`config.mk`:
```
export PLATFORM = sky130hd
export DESIGN_NAME = iter_divider_flat
export DESIGN_NICKNAME = d
export VERILOG_FILES = /design/src/rtl/iter_divider_if.sv /design/src/rtl/iter_divider.sv /design/src/flat_wrapper.sv
export SDC_FILE = /design/constraint.sdc
export NUM_CORES = 1
export LEC_CHECK = 0
export CORE_MARGIN = 4
export CORE_UTILIZATION = 59
export CTS_CLUSTER_SIZE = 28
export DETAILED_ROUTE_END_ITERATION = 16
export GPL_ROUTABILITY_DRIVEN = 1
export PLACE_DENSITY = 0.9
export RECOVER_POWER = 100
export SYNTH_ARGS = -nofsm -noshare
export SYNTH_HDL_FRONTEND = slang
export SYNTH_SLANG_ARGS = --single-unit
```
`constraint.sdc`:
```
create_clock -name clk -period 13.3 [get_ports clk]
set_clock_uncertainty 0.2 [all_clocks]
set_input_delay 1.33 -clock clk [delete_from_list [all_inputs] [get_ports clk]]
set_output_delay 1.33 -clock clk [all_outputs]
set_load 0.03 [all_outputs]
```
`src/rtl/iter_divider_if.sv`:
```
// rtl/iter_divider_if.sv - request/response handshake bundle for the iterative divider
interface iter_divider_if #(
  parameter int DATA_WIDTH = 32
);
  logic                  div_valid;
  logic                  div_ready;
  logic                  div_signed;
  logic [DATA_WIDTH-1:0] div_a;
  logic [DATA_WIDTH-1:0] div_b;
  logic                  res_valid;
  logic                  res_ready;
  logic [DATA_WIDTH-1:0] quotient;
  logic [DATA_WIDTH-1:0] remainder;
  logic                  div_by_zero;

  modport master (
    output div_valid, div_signed, div_a, div_b, res_ready,
    input  div_ready, res_valid, quotient, remainder, div_by_zero
  );

  modport slave (
    input  div_valid, div_signed, div_a, div_b, res_ready,
    output div_ready, res_valid, quotient, remainder, div_by_zero
  );
endinterface

```
`src/rtl/iter_divider.sv`:
```
// rtl/iter_divider.sv - multi-cycle restoring divider for DIV/DIVU, quotient to LO, remainder to HI
module iter_divider #(
  parameter int DATA_WIDTH = 32
) (
  input  logic            clk,
  input  logic            rst,
  iter_divider_if.slave   dif
);
  localparam int CW = $clog2(DATA_WIDTH);

  typedef enum logic [1:0] {IDLE, CALC, DONE} state_t;

  state_t                state, state_nxt;
  logic [DATA_WIDTH-1:0] b_mag, q, rem, raw_a;
  logic [DATA_WIDTH-1:0] quo_r, rem_r;
  logic                  q_neg, r_neg, zero, dbz_r;
  logic [CW-1:0]         cnt;

  logic                  accept, last, ge;
  logic                  a_neg_in, b_neg_in;
  logic [DATA_WIDTH:0]   trial, diff;
  logic [DATA_WIDTH-1:0] q_step, rem_step;

  assign a_neg_in = dif.div_signed & dif.div_a[DATA_WIDTH-1];
  assign b_neg_in = dif.div_signed & dif.div_b[DATA_WIDTH-1];
  assign accept   = (state == IDLE) & dif.div_valid;
  assign last     = (state == CALC) & (cnt == CW'(DATA_WIDTH - 1));

  // Partial remainder is one bit wider than the divisor for the trial subtract.
  assign trial    = {rem, q[DATA_WIDTH-1]};
  assign diff     = trial - {1'b0, b_mag};
  assign ge       = (trial >= {1'b0, b_mag});
  assign rem_step = ge ? diff[DATA_WIDTH-1:0] : trial[DATA_WIDTH-1:0];
  assign q_step   = {q[DATA_WIDTH-2:0], ge};

  assign dif.quotient    = quo_r;
  assign dif.remainder   = rem_r;
  assign dif.div_by_zero = dbz_r;

  always_ff @(posedge clk) begin
    if (rst) state <= IDLE;
    else     state <= state_nxt;
  end

  always_comb begin
    state_nxt     = state;
    dif.div_ready = 1'b0;
    dif.res_valid = 1'b0;
    case (state)
      IDLE: begin
        dif.div_ready = 1'b1;
        if (dif.div_valid) state_nxt = CALC;
      end
      CALC: begin
        if (last) state_nxt = DONE;
      end
      DONE: begin
        dif.res_valid = 1'b1;
        if (dif.res_ready) state_nxt = IDLE;
      end
      default: state_nxt = IDLE;
    endcase
  end

  always_ff @(posedge clk) begin
    if (rst) begin
      b_mag <= '0;
      q     <= '0;
      rem   <= '0;
      raw_a <= '0;
      q_neg <= 1'b0;
      r_neg <= 1'b0;
      zero  <= 1'b0;
      cnt   <= '0;
      quo_r <= '0;
      rem_r <= '0;
      dbz_r <= 1'b0;
    end else if (accept) begin
      q     <= a_neg_in ? -dif.div_a : dif.div_a;
      b_mag <= b_neg_in ? -dif.div_b : dif.div_b;
      rem   <= '0;
      raw_a <= dif.div_a;
      q_neg <= a_neg_in ^ b_neg_in;
      r_neg <= a_neg_in;
      zero  <= (dif.div_b == '0);
      cnt   <= '0;
    end else if (state == CALC) begin
      q   <= q_step;
      rem <= rem_step;
      cnt <= cnt + CW'(1);
      if (last) begin
        // Divide by zero reports all-ones quotient and the untouched dividend.
        quo_r <= zero ? '1    : (q_neg ? -q_step   : q_step);
        rem_r <= zero ? raw_a : (r_neg ? -rem_step : rem_step);
        dbz_r <= zero;
      end
    end
  end
endmodule

```
`src/flat_wrapper.sv`:
```
// flat-port wrapper written by rule: the top's interface ports become plain ports
module iter_divider_flat 
#(
  parameter int DATA_WIDTH = 32
)
  (clk, rst, dif_div_valid, dif_div_signed, dif_div_a, dif_div_b, dif_res_ready, dif_div_ready, dif_res_valid, dif_quotient, dif_remainder, dif_div_by_zero);
  iter_divider_if #(.DATA_WIDTH(DATA_WIDTH)) dif_i ();
  input  logic clk;
  input  logic rst;
  input wire logic [$bits(dif_i.div_valid)-1:0] dif_div_valid;
  input wire logic [$bits(dif_i.div_signed)-1:0] dif_div_signed;
  input wire logic [$bits(dif_i.div_a)-1:0] dif_div_a;
  input wire logic [$bits(dif_i.div_b)-1:0] dif_div_b;
  input wire logic [$bits(dif_i.res_ready)-1:0] dif_res_ready;
  output wire logic [$bits(dif_i.div_ready)-1:0] dif_div_ready;
  output wire logic [$bits(dif_i.res_valid)-1:0] dif_res_valid;
  output wire logic [$bits(dif_i.quotient)-1:0] dif_quotient;
  output wire logic [$bits(dif_i.remainder)-1:0] dif_remainder;
  output wire logic [$bits(dif_i.div_by_zero)-1:0] dif_div_by_zero;
  assign dif_i.div_valid = dif_div_valid;
  assign dif_i.div_signed = dif_div_signed;
  assign dif_i.div_a = dif_div_a;
  assign dif_i.div_b = dif_div_b;
  assign dif_i.res_ready = dif_res_ready;
  assign dif_div_ready = dif_i.div_ready;
  assign dif_res_valid = dif_i.res_valid;
  assign dif_quotient = dif_i.quotient;
  assign dif_remainder = dif_i.remainder;
  assign dif_div_by_zero = dif_i.div_by_zero;
  iter_divider #(.DATA_WIDTH(DATA_WIDTH)) u_core (.clk(clk), .rst(rst), .dif(dif_i));
endmodule
```
Yosys cells after proc, flatten, opt, wreduce, memory -nomap -nowiden
Cells that the tools add are included.

Output and inout port bits: 67. Flip-flop bits (word level): 203. Word-level logic and storage cells: 52. Bits of input ports: 69.

Multiplexer cells: 15. Reductions and logical operators: 6. Add/sub/neg operators: 6. $lt $le $gt $ge: 1. Eq/ne operators: 6. Bitwise operators: 6.

Operators by type and width (count): $mux W32 (9); $neg A32 Y32 (4); $ge A33 B32 Y1 (1); $logic_not A32 Y1 (1); $sub A32 B32 Y32 (1); $mux W2 (3); $pmux W2 S3 (1); $reduce_and A3 Y1 (2); $add A5 B1 Y5 const B (1); $eq A5 B5 Y1 const B (1); $and A1 B1 Y1 (4); $ne A2 B2 Y1 const B (2); $eq A2 B1 Y1 const B (1); $eq A2 B2 Y1 const B (1); $logic_not A2 Y1 (1); $mux W1 (2); $ne A2 B1 Y1 const B (1); $reduce_bool A2 Y1 (1); $reduce_or A2 Y1 (1); $not A1 Y1 (1); $xor A1 B1 Y1 (1).

Logic depth before layout (Yosys ltp)
Gate-level depths: netlist (run 1).

Word-level depth: 5. Gate-level depth with buffers: 21. Gate-level depth less buffers: 16.

Least setup slack after synthesis (run 1)
Ideal clock, no wire load.

Kind: flip-flop to flip-flop. From: register u_core.rem[5]. To: register u_core.quo_r[28], in the netlist u_core.dif.quotient[28]. Buffers on the path: 3. Cell stages (with the launch flop): 19. Slack: 8805 ps. Period minus slack after synthesis: 4495 ps. Arrival: 4209 ps. Setup time: 86 ps. Required time: 13014 ps. Cells stage by stage: dfxtp_1 ha_1 a21o_1 a31o_1 a21oi_2 a311oi_2 or3_1 buf_4 inv_4 clkbuf_1 clkbuf_1 ha_1 nand3_1 or3_1 nand2b_1 nand2b_1 o31ai_1 xor2_1 a211oi_1.

Cells in the longest elaborated chain, start to end: 4.

Ends and longest elaborated chain: start, declared (line iter_divider.sv:14) `logic [DATA_WIDTH-1:0] b_mag, q, rem, raw_a;`; start signal, assigned (line iter_divider.sv:89) `rem <= rem_step;`; $ge A33 B32 Y1 (line iter_divider.sv:32) `assign ge = (trial >= {1'b0, b_mag});`; $neg A32 Y32 (line iter_divider.sv:93) `quo_r <= zero ? '1 : (q_neg ? -q_step : q_step);`; $mux W32 (2 in series) (line iter_divider.sv:93); end signal, assigned (line iter_divider.sv:93); end, declared (line iter_divider.sv:15) `logic [DATA_WIDTH-1:0] quo_r, rem_r;`.

No other way between the ends. A chain may end at the register's enable or synchronous reset.

Worst setup path in the final report (run 1)
From: register u_core.b_mag[26]. To: register u_core.rem_r[29], in the netlist u_core.dif.remainder[29].

Cells in the longest elaborated chain, start to end: 5. Elaborated cells between the ends (all ways): 6. Those cells by class: 2 x add/sub; 1 x order compare; 3 x mux.

Ends and longest elaborated chain: start, declared (line iter_divider.sv:14); start signal, assigned (line iter_divider.sv:80) `b_mag <= b_neg_in ? -dif.div_b : dif.div_b;`; $sub A32 B32 Y32 or $ge A33 B32 Y1 (tied branches) (line iter_divider.sv:31, iter_divider.sv:32); $mux W32 (*) (line iter_divider.sv:33) `assign rem_step = ge ? diff[DATA_WIDTH-1:0] : trial[DATA_WIDTH-1:0];`; $neg A32 Y32 (line iter_divider.sv:94) `rem_r <= zero ? raw_a : (r_neg ? -rem_step : rem_step);`; $mux W32 (*) (2 in series) (line iter_divider.sv:94); end signal, assigned (line iter_divider.sv:94); end, declared (line iter_divider.sv:15).

Every way passes the cells marked *; elsewhere a longest branch is shown, timed or not.

==> results.toml, run 1 <==
[placement]
place_area_um2 = 14300
dp_slack_ns = 8.21
gp_congestion = 0.988
portBuffers = 135
dpl.hpwl_um = 32100

[cts]
cts_sinks = 203
cts-root-buf = "clkbuf_16"
cts_tree = "built"
ctsHoldBuffers = 0
h-tree-depth = 1
post_cts_buffers = 0
clkSlewWorstSetupHoldPaths_ns = 0.06
worstSkewPairLatency_ns = 0.54
cts_buffers = 23
clockBufferDepth = 3
cts-resized-gates = 0

[route]
ant_nets = 0
drc = 0
route.vias.total = 13401
dr.pass1.iters = 6
routed_via_density = 6.42
wl_um = 43800
initialDrtViolationCount = 1536
routedWlPerCell_um = 21.0

[floorplanning]
pin_count = 136
core_area_um2 = 21800
rows = 54
fp.dieArea_um2 = 24500
dieWidth_um = 156
die_y_um = 156
start_util = 0.598

[timing]
finalSetupTns_ns = 0
max_slew_margin = -1.42
fin_crit_sh = 0.672
worst_slack_ns = 4.36
report.final.slew_viol_count = 452
tightest_slew_ns = 3.62
min_period_ns = 8.94
rsz0062_at_grt = "no"
fmaxAchievable_mhz = 112
hold_violations = 0
setup_violations = 0

[cells_and_area]
postLayoutCoreUtil = 0.694
drive_gt1_frac = 0.0448
finalInstanceArea_um2 = 15100
antennaDiodeCount = 0
nets = 1901
n_fill_cell = 1767
final_cell_mix = "nand2_1, nor2_1, dfxtp_1, a21oi_1, a211oi_1"
layout_commonest_cell = "nand2_1"
areaGrowthSynthToFinish_pct = 16.1

[setup_path]
worst-endpoint-required_ns = 13.53
crit_slowest_cell = "clkinvlp_2"
worstReg2RegStart = "u_core.b_mag[26]"
endpoint_kind = "flop"
crit_chain = "inv_1 -> ha_1 -> nand4b_1 -> nor4_2 -> inv_2 -> a311oi_2 -> or3_2 -> clkbuf_1 -> clkinvlp_2 -> o31ai_2 -> o2111ai_2 -> or4_4 -> or4_1 -> a31oi_1"
r2r_slack_ns = 4.36
path_class = "flop to flop"
critPathLaunchType = "flop"
timing.rr.end = "u_core.dif.remainder[29]"
cp_max_fo = 49
r2r_cells = 14
cpPeakStageDelay_ns = 2.23
critical_path_arrival_ns = 9.17

[run]
maxCapViolations = 8

[yosys]
avgSynthCellArea_um2 = 7.47
ys_types = 85
syn-num-nets = 1848
synth_cells = 1740
yosysSeqAreaShare = 0.313
synth-edff-count = 0
synth_seq_cells = 203
yosysWarningCount = 0
ys.flop_type = "dfxtp_1"
synth_area_um2 = 13000
synthArstFlopShare = 0

[power]
power_leakage_nw = 5.71
power_density_nw_per_um2 = 139
max-vdd-ir-drop_mv = 0.116

[grt]
antenna_found_initial = 0
grt_use_total = 0.348
grt_first_pass_wirelength_um = 68900
grt_pass1_vias = 12398
grt_remaining_overflow = 0
grt_max_degree = 91

[min_path]
hold_end = "u_core.raw_a[16]"
hp-start = "u_core.raw_a[16]"
min_path_type = "flop to flop"
hold_depth = 2

[outcome]
violations = "max-capacitance violations, max-slew violations"
status = "finished with violations"
==> report_power, final <==
group          internal [mW]  switching, mW
clock                  0.395          0.272
combinational          0.266          0.487
sequential             0.640         0.0358
total                   1.30          0.795
==> registers in the layout, summed over array words and instances (netlist names) <==
signal	count
u_core.q_neg	1
u_core.cnt	5
u_core.b_mag	32
u_core.r_neg	1
u_core.raw_a	32
u_core.dif.quotient	32
u_core.dif.div_by_zero	1
u_core.dif.remainder	32
u_core.q	32
u_core.zero	1
u_core.rem	32
u_core.state	2
==> per-stage QoR <==
stage	cells	power [mW]	hold slack, ns
after global placement	2048	1.41	0.239
after floorplan	1740	1.20	0.232
after detailed placement	2048	1.41	0.245
after global routing	2088	2.19	0.270
final	2088	2.10	0.255
after CTS	2088	2.07	0.253
==> worst max path at each step <==
stage,start,end
after floorplan,u_core.rem[5],u_core.dif.quotient[28]
after global routing,u_core.b_mag[26],u_core.dif.remainder[31]
after CTS,u_core.rem[1],u_core.dif.quotient[30]
after detailed placement,u_core.rem[1],u_core.dif.quotient[28]
final,u_core.b_mag[26],u_core.dif.remainder[29]
after global placement,u_core.rem[10],u_core.dif.quotient[28]
==> cell type report <==
cell class / instances / area, µm² / area share
Multi-Input combinational cell: 1354 / 8240 / 0.546
Timing Repair Buffer: 149 / 1430 / 0.0948
Clock inverter: 10 / 146 / 0.00970
Inverter: 62 / 234 / 0.0155
Tap cell: 280 / 350 / 0.0232
Clock buffer: 30 / 632 / 0.0418
Sequential cell: 203 / 4060 / 0.269
==> cell usage after synthesis (all sizes together) (15+ instances only) <==
cell	instances	area, µm²
a211oi	79	593
a21oi	132	668
a311oi	39	348
and3	15	95.1
buf	29	136
clkbuf	92	345
dfxtp	203	4060
ha	38	475
inv	61	231
mux2i	31	323
nand2	236	886
nand2b	16	100
nand3	27	135
nand4	18	128
nor2	233	875
nor3	49	250
nor4	21	144
o21ai	76	380
o22ai	17	106
o31ai	26	200
or3	18	113
xnor2	53	464
xor2	69	604
==> cell families after synthesis <==
family	count (synthesis)	synth area share
AOI/OAI and AO/OA	470	0.243
xor gates and xnor gates	122	0.0822
adders and majority gates	39	0.0381
buffers and inverters	183	0.0551
DFF	203	0.313
muxes	34	0.0274
and+or+nand+nor	689	0.242
==> per-layer routing <==
layer,vias up,wire [µm],track usage
met2,675,19400,0.538
met4,0,1280,0.0913
met5,-,0,0
li1,6320,-,-
met1,6304,18500,0.486
met3,102,4580,0.0904
==> worst max-delay path: cells and delay by family, from the launching register on <==
family | cells | cell delay [ns]
AO/OA/AOI/OAI | 4 | 1.42
adder cells (fa/ha/maj) | 1 | 0.49
buffers and inverters | 4 | 4.38
AND/OR/NAND/NOR | 5 | 1.98
flip-flops | 1 | 0.33
Note: power is estimated with default switching activity, not from simulation.
==> inputs of run 2 (changes only) <==
- CORE_UTILIZATION: 59 -> 52
- PLACE_DENSITY: 0.9 -> 0.84
- clock period: 13.3 -> 7.9 ns (I/O delays scaled with it)
==> run 2 against run 1 <==
The flow still finishes with violations (max-capacitance violations, max-slew violations). Die area rose by 13%. Via count down 0.60%. First-iteration DRC count fell by 5.1%. Global-route usage fell by 5.5 points. Sequential share of layout area rose by 0.067 points. Sequential cell count unchanged. Routed wire length down 3.7%. Utilization fell by 7.8 points. Critical path type unchanged. Largest cell class unchanged. Largest power group unchanged.
==> results.toml, run 2 (synthesized netlist as in run 1, its figures left out) <==
[timing]
rsz0062_at_grt = "no"
setup_violations = 0
report.final.slew_viol_count = 210
tightest_slew_ns = 3.85
min_period_ns = 6.47
max_slew_margin = -1.57
hold_violations = 0
fin_crit_sh = 0.819
finalSetupTns_ns = 0
fmaxAchievable_mhz = 155

[power]
p_total_mw = 3.41
max-vdd-ir-drop_mv = 0.154
p_comb_frac = 0.361
internal_power_mw = 2.12
sw_frac_of_total = 0.380
power_density_nw_per_um2 = 226
power_leakage_nw = 5.69
p_sw_mw = 1.29
seq_power_share = 0.333
power.share.clock = 0.306

[cts]
cts_buffers = 23
cts_sinks = 203
cts-resized-gates = 0
ctsHoldBuffers = 0
clockBufferDepth = 3
worstSkewPairLatency_ns = 0.52
h-tree-depth = 1
clkSlewWorstSetupHoldPaths_ns = 0.06
post_cts_buffers = 0
cts-root-buf = "clkbuf_16"
cts_tree = "built"

[floorplanning]
pin_count = 136
rows = 57
core_area_um2 = 24500
dieWidth_um = 166
start_util = 0.531
die_y_um = 166
fp.dieArea_um2 = 27600

[outcome]
violations = "max-capacitance violations, max-slew violations"
status = "finished with violations"

[setup_path]
cp_max_fo = 34
crit_top_cell = "or4_1"
critical_path_arrival_ns = 6.68
worst-endpoint-required_ns = 8.11
crit_chain = "inv_1 -> ha_1 -> nand4b_1 -> nor4_1 -> inv_2 -> a311oi_1 -> or3_1 -> buf_4 -> inv_4 -> o31ai_1 -> o2111ai_1 -> or4_1 -> or4_1 -> a31oi_1"
cpPeakStageDelay_ns = 1.12
crit_slowest_cell = "or3_1"
critPathLaunchType = "flop"
endpoint_kind = "flop"
path_class = "flop to flop"

[min_path]
min_path_type = "flop to flop"

[grt]
grt_first_pass_wirelength_um = 67200
grt_use_total = 0.293
grt_max_degree = 91
grt_pass1_vias = 12342
antenna_found_initial = 1
grt_remaining_overflow = 0

[placement]
portBuffers = 135
dp.cells = 2090
place_area_um2 = 14400
gp_congestion = 0.993
dpl.hpwl_um = 31000

[cells_and_area]
final_cell_mix = "nand2_1, nor2_1, dfxtp_1, a21oi_1, a211oi_1"
drive_gt1_frac = 0.0415
layout_commonest_cell = "nand2_1"
finalInstanceArea_um2 = 15100
antennaDiodeCount = 0
areaGrowthSynthToFinish_pct = 15.8
final_cells = 2130
nets = 1899

[run]
maxCapViolations = 3

[route]
initialDrtViolationCount = 1458
routed_via_density = 6.25
dr.pass1.iters = 6
route.vias.total = 13320
routedWlPerCell_um = 19.8
wl_um = 42100
drc = 0
ant_nets = 0
[run 2: changes by cell type in the layout (fill, tap and decap cells not counted), sizes merged]
cell | before | now
bufinv | 3 | 1
clkdlybuf4s50 | 64 | 66
dlygate4sd3 | 70 | 68
clkbuf | 36 | 35
clkinv | 6 | 7
clkinvlp | 2 | 1
inv | 61 | 62
[run 2: power groups by stage]
stage / clock (mW) / combinational, mW / sequential, mW
3_5_place_dp: 0 / 1.20 / 1.16
4_1_cts: 1.05 / 1.21 / 1.13
6_report: 1.05 / 1.23 / 1.14
5_1_grt: 1.09 / 1.34 / 1.14
3_3_place_gp: 0 / 1.19 / 1.15
2_1_floorplan: 0 / 0.880 / 1.13
[run 2: area by class of cell]
cell class,count,area [µm²]
fill,2183,9400
multi-input combinational,1354,8210
sequential,203,4060
timing repair buffer,147,1430
clock buffer,31,646
tap,324,405
inverter,62,235
clock inverter,9,76.3
[run 2: per-layer routing]
layer  share of wire  vias up  track usage
li1                -     6327            -
met1            0.43     6226        0.420
met2            0.44      652        0.453
met3           0.092      113       0.0424
met4           0.037        2        0.101
met5         0.00031        -            0
[run 2: final timing paths]
kind | start | end | slack, ns | cells past startpoint
setup / recovery | u_core.b_mag[26] | u_core.dif.remainder[29] | 1.43 | 14
hold / removal | u_core.dif.div_by_zero | u_core.dif.div_by_zero | 0.25 | 2
setup reg to reg | u_core.b_mag[26] | u_core.dif.remainder[29] | 1.43 | 14
hold reg to reg | u_core.dif.div_by_zero | u_core.dif.div_by_zero | 0.25 | 2
[run 2: critical path, delay by kind of cell, from the launching register on]
family	cells	cell delay (ns)
AOI/OAI and AO/OA	4	1.48
buffers and inverters	4	0.77
adders and majority gates	1	0.47
DFF	1	0.33
and+or+nand+nor	5	3.09
[run 2: per-stage QoR]
step | setup WS [ns] | hold WS (ns) | util
2_1_floorplan | 3.41 | 0.232 | -
3_3_place_gp | 2.68 | 0.239 | 0.588
3_5_place_dp | 2.50 | 0.247 | 0.588
4_1_cts | 2.44 | 0.255 | 0.618
5_1_grt | 1.04 | 0.275 | 0.616
6_report | 1.43 | 0.252 | 0.616
